`src/rtl/mem_access.sv`:
```
// rtl/mem_access.sv - memory-access pipeline stage: byte-enabled req/ack data-memory port and write-back register
// Optional bus watchdog enabled by defining MEM_ACCESS_TIMEOUT_EN (limit set by TIMEOUT_CYCLES).
module mem_access #(
  parameter int unsigned TIMEOUT_CYCLES = 255
) (
  input  logic        clk,
  input  logic        rst,
  input  logic        valid_m,
  input  logic        reg_write_m,
  input  logic        mem_write_m,
  input  logic [1:0]  result_src_m,
  input  logic [4:0]  rd_m,
  input  logic [31:0] alu_result_m,
  input  logic [31:0] write_data_m,
  input  logic [31:0] pc_plus4_m,
  input  logic [1:0]  result_bytes_m,
  input  logic        load_unsigned_m,
  output logic [31:0] alu_result_fwd,
  output logic        stall_m,
  output logic        mem_req,
  output logic        mem_we,
  output logic [31:0] mem_addr,
  output logic [3:0]  mem_be,
  output logic [31:0] mem_wdata,
  input  logic        mem_ack,
  input  logic [31:0] mem_rdata,
  output logic        valid_w,
  output logic        reg_write_w,
  output logic [1:0]  result_src_w,
  output logic [4:0]  rd_w,
  output logic [31:0] alu_result_w,
  output logic [31:0] read_data_w,
  output logic [31:0] pc_plus4_w,
  output logic        misalign_w
`ifdef MEM_ACCESS_TIMEOUT_EN
  , output logic      bus_err_w
`endif
);

  typedef enum logic {IDLE, BUS} state_t;
  state_t state;

  logic        mem_op;
  logic        misaligned;
  logic [3:0]  be_next;
  logic [31:0] wdata_next;
  logic [31:0] lane;
  logic [31:0] load_ext;
  logic        ack_taken;
  logic        timeout_hit;
  logic        bus_done;

  assign alu_result_fwd = alu_result_m;
  assign mem_op = valid_m & (mem_write_m | (result_src_m == 2'b01));

  always_comb begin
    misaligned = 1'b0;
    be_next    = 4'b1111;
    wdata_next = write_data_m;
    case (result_bytes_m)
      2'b00: begin
        be_next    = 4'b0001 << alu_result_m[1:0];
        wdata_next = {4{write_data_m[7:0]}};
      end
      2'b01: begin
        misaligned = alu_result_m[0];
        be_next    = 4'b0011 << alu_result_m[1:0];
        wdata_next = {2{write_data_m[15:0]}};
      end
      2'b10: misaligned = |alu_result_m[1:0];
      default: misaligned = 1'b1;
    endcase
  end

  // The upstream registers are frozen while in BUS, so the stage inputs still
  // describe the outstanding access when the ack arrives.
  assign lane = mem_rdata >> {alu_result_m[1:0], 3'b000};

  always_comb begin
    load_ext = lane;
    case (result_bytes_m)
      2'b00: load_ext = load_unsigned_m ? {24'd0, lane[7:0]} : {{24{lane[7]}}, lane[7:0]};
      2'b01: load_ext = load_unsigned_m ? {16'd0, lane[15:0]} : {{16{lane[15]}}, lane[15:0]};
      default: load_ext = lane;
    endcase
  end

  assign ack_taken = (state == BUS) & mem_ack;

`ifdef MEM_ACCESS_TIMEOUT_EN
  localparam int CNT_W = ($clog2(TIMEOUT_CYCLES + 1) > 8) ? $clog2(TIMEOUT_CYCLES + 1) : 8;
  logic [CNT_W-1:0] wait_cnt;
  assign timeout_hit = (state == BUS) & ~mem_ack & (wait_cnt == CNT_W'(TIMEOUT_CYCLES - 1));
`else
  logic unused_cfg;
  assign unused_cfg  = |TIMEOUT_CYCLES;
  assign timeout_hit = 1'b0;
`endif

  assign bus_done = ack_taken | timeout_hit;
  assign stall_m  = ((state == IDLE) & mem_op & ~misaligned) | ((state == BUS) & ~bus_done);

  always_ff @(posedge clk or negedge rst) begin
    if (!rst) begin
      state        <= IDLE;
      mem_req      <= 1'b0;
      mem_we       <= 1'b0;
      mem_addr     <= '0;
      mem_be       <= '0;
      mem_wdata    <= '0;
      valid_w      <= 1'b0;
      reg_write_w  <= 1'b0;
      result_src_w <= '0;
      rd_w         <= '0;
      alu_result_w <= '0;
      read_data_w  <= '0;
      pc_plus4_w   <= '0;
      misalign_w   <= 1'b0;
`ifdef MEM_ACCESS_TIMEOUT_EN
      wait_cnt     <= '0;
      bus_err_w    <= 1'b0;
`endif
    end else begin
      case (state)
        IDLE: begin
          if (mem_op & ~misaligned) begin
            state     <= BUS;
            mem_req   <= 1'b1;
            mem_we    <= mem_write_m;
            mem_addr  <= {alu_result_m[31:2], 2'b00};
            mem_be    <= be_next;
            mem_wdata <= wdata_next;
`ifdef MEM_ACCESS_TIMEOUT_EN
            wait_cnt  <= '0;
`endif
          end
        end
        BUS: begin
          if (bus_done) begin
            state   <= IDLE;
            mem_req <= 1'b0;
          end
`ifdef MEM_ACCESS_TIMEOUT_EN
          else begin
            wait_cnt <= wait_cnt + 1'b1;
          end
`endif
        end
        default: state <= IDLE;
      endcase

      if (stall_m) begin
        valid_w     <= 1'b0;
        reg_write_w <= 1'b0;
        misalign_w  <= 1'b0;
`ifdef MEM_ACCESS_TIMEOUT_EN
        bus_err_w   <= 1'b0;
`endif
      end else begin
        valid_w      <= valid_m;
        reg_write_w  <= valid_m & reg_write_m & ~mem_write_m & ~(mem_op & misaligned) & ~timeout_hit;
        result_src_w <= result_src_m;
        rd_w         <= rd_m;
        alu_result_w <= alu_result_m;
        read_data_w  <= (ack_taken & ~mem_write_m) ? load_ext : '0;
        pc_plus4_w   <= pc_plus4_m;
        misalign_w   <= mem_op & misaligned;
`ifdef MEM_ACCESS_TIMEOUT_EN
        bus_err_w    <= timeout_hit;
`endif
      end
    end
  end

endmodule

```
`config.mk`:
```
export PLATFORM = sky130hd
export DESIGN_NAME = mem_access
export DESIGN_NICKNAME = d
export VERILOG_FILES = /design/src/rtl/mem_access.sv
export SDC_FILE = /design/constraint.sdc
export NUM_CORES = 1
export LEC_CHECK = 0
export BUFFER_PORTS_ARGS = -buffer_cell sky130_fd_sc_hd__buf_4
export CORE_AREA = 2 2 189 98
export DETAILED_ROUTE_END_ITERATION = 7
export DIE_AREA = 0 0 191 100
export PLACE_DENSITY = 0.76
export SYNTH_ARGS = -nofsm -noshare
export SYNTH_HDL_FRONTEND = slang
export SYNTH_SLANG_ARGS = --single-unit
```
`constraint.sdc`:
```
create_clock -name clk -period 1.98 [get_ports clk]
set_input_delay 0.099 -clock clk [delete_from_list [all_inputs] [get_ports clk]]
set_output_delay 0.099 -clock clk [all_outputs]
set_load 0.03 [all_outputs]
```
---- Word level (Yosys, flattened, before mapping) ----
Cells that the tools add are included.
operators by class
  bitwise operators ....................... 18
  mux-type cells .......................... 16
  eq/ne operators ......................... 5
  reduce and logical (&&, ||, !) cells .... 4
  shifts and indexed selects .............. 3
operator list
  kind                                                                      number
  32-bit one-hot mux with 2 select lines                                    2
  32-bit two-way mux                                                        3
  32-bit by 5-bit >> shifter with 32-bit output                             1
  1-bit bitwise AND                                                         11
  4-bit one-hot mux with 2 select lines                                     1
  1-bit two-way mux                                                         7
  1-bit NOT                                                                 5
  2-bit by 1-bit equality test with 1-bit output (second input constant)    2
  2-bit by 1-bit inequality test with 1-bit output (second input constant)  2
  1-bit one-hot mux with 2 select lines                                     2
  2-bit AND reduction                                                       2
  1-bit by 2-bit left shift with 4-bit output (first input constant)        1
  2-bit by 2-bit left shift with 4-bit output (first input constant)        1
  1-bit one-hot mux with 3 select lines                                     1
  2-bit equality test (second input constant)                               1
  2-bit zero test                                                           1
  1-bit bitwise OR                                                          2
  2-bit OR reduction                                                        1
word-level totals
  bits in registers ....................... 175
  output and inout bits ................... 209
  input bits .............................. 144
  logic and storage cells ................. 60

---- Longest topological paths before layout ----
  depth after elaboration ................. 7
  mapped depth ............................ 9

---- Least setup slack after synthesis ----
Ideal clock, no wire load.
  path type ............................... register -> register
  start ................................... register state
  end ..................................... register read_data_w[10]
  arrival time ............................ 1651 ps
  setup time .............................. 81 ps
  stages on the path, launching flop included .. 9
  buffers on the path ..................... 4
  clock period less this slack ............ 1732 ps
  path slack .............................. 248 ps
  data required time ...................... 1899 ps
  cells stage by stage .................... dfrtp_1 > nor2b_1 > o221ai_2 > buf_4 > nand2_4 > buf_6 > buf_6 > buf_2 > o2bb2ai_1
on the way
  word-level cells in the longest chain between the ends .. 4
  elaborated cells between the ends (all ways) .. 9
  classes of those cells .................. mux: 1; bitwise: 8
ends and longest elaborated chain
  what                                                   line  text
  start, declared                                        41    state_t state;
  start signal, assigned                                 105   state <= IDLE;
  start signal, assigned                                 127   state <= BUS;
  start signal, assigned                                 140   state <= IDLE;
  1-bit NOT / 1-bit bitwise AND (equally long branches)  -
  1-bit bitwise AND / 1-bit NOT (equally long branches)  101   assign stall_m = ((state == IDLE) & mem_op & ~misaligned) | ((state == BUS) & ~bus_done);
  1-bit bitwise AND                                      101
  1-bit bitwise OR *                                     101
  via stall_m                                            19    output logic stall_m,
  end signal, assigned                                   165   read_data_w <= (ack_taken & ~mem_write_m) ? load_ext : '0;
  end, declared                                          32    output logic [31:0] read_data_w,
The timed path passes the listed nets; every way through them passes the cells marked *.
A chain may end at the register's enable or synchronous reset.

---- Final worst setup path ----
  start ................................... register state
  end ..................................... register pc_plus4_w[4]
on the way
  word-level cells in the longest chain between the ends .. 4
  elaborated cells between the ends (all ways) .. 7
  classes of those cells .................. bitwise: 7
ends and longest elaborated chain
  what                                                   line  text
  1-bit NOT / 1-bit bitwise AND (equally long branches)  -
  1-bit bitwise AND / 1-bit NOT (equally long branches)  101
  1-bit bitwise AND                                      101
  1-bit bitwise OR *                                     101
  end signal, assigned                                   166   pc_plus4_w <= pc_plus4_m;
  end, declared                                          33    output logic [31:0] pc_plus4_w,
Every way passes the cells marked *; elsewhere a longest branch is shown, timed or not.

==> reports/qor.yml <==
total_leakage_power_uw: 0.005970
cts_root_buffer: "clkbuf_16"
hold_viol_final: 0
synth_largest_area_cell: "dfrtp_1"
grt_remaining_overflow: 0
rsz0062_at_grt: "no"
antenna_found_initial: 0
dp_hpwl_um: 16660
status: "finished, final reports clean"
startpoint_type: "register"
ys.flop_type: "dfrtp_1"
clk_latency_ns: 0.42
finalInstanceArea_um2: 12180
routed_wl_um: 24040
io_pins: 353
fp.dieH_um: 100
clock_sinks: 175
fin_tns_setup_ns: 0
gp_congestion: 0.8499
area_delta_synth_final_pct: 57.77
worst-r2r-setup-slack_ns: 0.15
num_rows: 35
vias_per_cell: 4.991
drive_gt1_share_pct: 50.53
start_util_pct: 43.52
avgSynthCellArea_um2: 12.84
min_path_type: "primary input to register"
worst_pin_slew_ns: 0.5828
track_usage_pct: 25.49
min_path_cells: 3
cts_tree: "done"
detailed_place.area_um2: 10460
cts_buffers: 17
dr.pass1.iters: 5
fin_worst_skew_ns: 0.01241
drt-initial-drc-count: 300
drv_cap: 0
instances_no_fill: 1283
cp.arrival_ns: 2.13
drtAntennaViolNets: 0
min_period_ns: 1.828
critPathMaxFanout: 35
chipWidth_um: 191
dr_total_vias: 6403
portBuffers: 350
clkTransAtPathRegs_ns: 0.08
required_ns: 2.28
synth_warnings: 0
finalPower_uw: 11870
period_share_pct: 92.34
max_freq_mhz: 546.9
slowest_delay_ns: 0.39
final_max_slew_viol_count: 0
seq_area_frac_synth_pct: 56.74
grt_pass1_vias: 6656
wl_per_cell_um: 18.74
synthesis.area_um2: 7719
yosysUniqueCellTypes: 41
post-route-drc-count: 0
slew_headroom_pct: 61.14
holdPathEnd: "mem_wdata[13]"
grt_pass1_wl_um: 37440
synth_edf_count: 0
grt_max_degree: 93
ir_worst_vdd_mv: 0.7305
slowest_stage: "dfrtp_1"
async_flop_share_pct: 100.0
fin_util_pct: 68.66
synthTopCellsByArea: "dfrtp_1, mux2_2, mux2i_1, buf_4, o21ai_0"
cts_setup_buffers: 0
holdCritStartpoint: "write_data_m[13]"
rr_worst_depth: 5
powerDensity_nw_per_um2: 974.4
worstSetupEndpointType: "register"
dp.cells: 1144
timing.critical_path.cells: "nor2b_2, o221ai_4, nand2_8, buf_12, mux2_2"
fp.coreArea_um2: 17740
synth_cells: 601
num_antenna_cells: 0
reg2reg_to: "pc_plus4_w[4]"
netlist.area_leader.share_pct: 56.74
critPathKind: "register to register"
finalNetCount: 1174
design.die.area_um2: 19100
synth-seq-cells: 175
cts_buffer_depth: 2
setup_viol: 0
ctsHtreeMaxLevel: 4
r2r-start: "state"
critical path: cells and delay by family (launching register included):
| kind | cells | cell delay, ns |
|---|---|---|
| simple gates | 2 | 0.48 |
| mux | 1 | 0.38 |
| flops | 1 | 0.39 |
| compound gates | 1 | 0.18 |
| buf+inv | 1 | 0.25 |
cells by family (layout without fill, tap and decap cells):
family / after synthesis / after routing / synth area share, %
buffers and inverters: 77 / 518 / 6.079
xor gates and xnor gates: 1 / 1 / 0.1135
other: 1 / 2 / 0.04858
muxes: 159 / 159 / 22.60
AOI/OAI and AO/OA: 95 / 95 / 8.786
and+or+nand+nor: 93 / 93 / 5.641
DFF: 175 / 175 / 56.74
per-stage QoR:
stage	setup slack, ns	hold slack [ns]
6_report	0.1516	0.01023
3_5_place_dp	0.09722	0.1106
3_3_place_gp	0.1350	0.1044
2_1_floorplan	0.2479	-0.1966
5_1_grt	0.08889	0.03100
4_1_cts	0.1688	0.002387
metal layers:
metal / share of wire [%] / up-vias / GRT usage [%] / wire [um]
li1: - / 2962 / - / -
met1: 44 / 3161 / 34.51 / 10530
met2: 47 / 252 / 41.22 / 11400
met3: 7.1 / 28 / 6.119 / 1697
met4: 1.7 / 0 / 7.275 / 406
met5: 0 / - / 0 / 0
synthesized netlist by cell type (8+ instances only):
cell type	instances
mux2i_1	46
mux2_2	112
a211o_1	8
o21ai_0	37
o2bb2ai_1	8
nor2_1	22
a221o_1	8
clkbuf_1	11
buf_2	18
nand2_1	49
dfrtp_1	175
a21oi_1	17
buf_4	36
final cells by class:
| cell class | count | area, um2 |
|---|---|---|
| Tap cell | 240 | 300.3 |
| Inverter | 4 | 15.01 |
| Timing Repair Buffer | 482 | 3955 |
| Fill cell | 1231 | 5558 |
| Clock inverter | 14 | 192.7 |
| Clock buffer | 18 | 439.2 |
| Multi-Input combinational cell | 350 | 2897 |
| Sequential cell | 175 | 4379 |
report_power, final:
group / internal, uW / total [uW] / switching (uW)
registers: 4140 / 4450 / 316
clock network: 2080 / 3600 / 1530
logic: 1610 / 3810 / 2200
worst max path at each step:
stage                    startpoint         endpoint  slack (ns)
floorplan                     state  read_data_w[10]        0.25
global placement    result_src_m[1]   pc_plus4_w[22]        0.13
detailed placement  result_src_m[1]   pc_plus4_w[31]         0.1
CTS                           state          stall_m        0.17
global route                  state    pc_plus4_w[4]        0.09
finish                        state    pc_plus4_w[4]        0.15
cell usage in the layout (no fill, tap or decap), types with 7 or more instances in the layout:
| cell type | synthesis | layout |
|---|---|---|
| mux2i_1 | 46 | 46 |
| o2bb2ai_1 | 8 | 8 |
| clkbuf_16 | 0 | 17 |
| nand3b_1 | 7 | 7 |
| nor2_1 | 22 | 22 |
| a21oi_1 | 17 | 17 |
| mux2_2 | 112 | 112 |
| a211o_1 | 8 | 8 |
| dlygate4sd3_1 | 0 | 108 |
| o21ai_0 | 37 | 37 |
| dfrtp_1 | 175 | 175 |
| buf_4 | 36 | 368 |
| nand2_1 | 49 | 49 |
| a221o_1 | 8 | 8 |
| a32o_1 | 7 | 7 |
registers in the layout (all words and copies together) (netlist names), 2 cells and up:
signal and cells:
rd_w 5, mem_be 4, read_data_w 32, result_src_w 2
alu_result_w 32, mem_wdata 32, pc_plus4_w 32, mem_addr 30
timing repair:
item                                    in CTS  in global routing
endpoints found under the setup margin       1                  0
gates resized for setup                      2                  0
hold endpoints to repair                   192                  0
hold buffers                               108                  0
No activity file was read; power rests on OpenSTA's default activity.
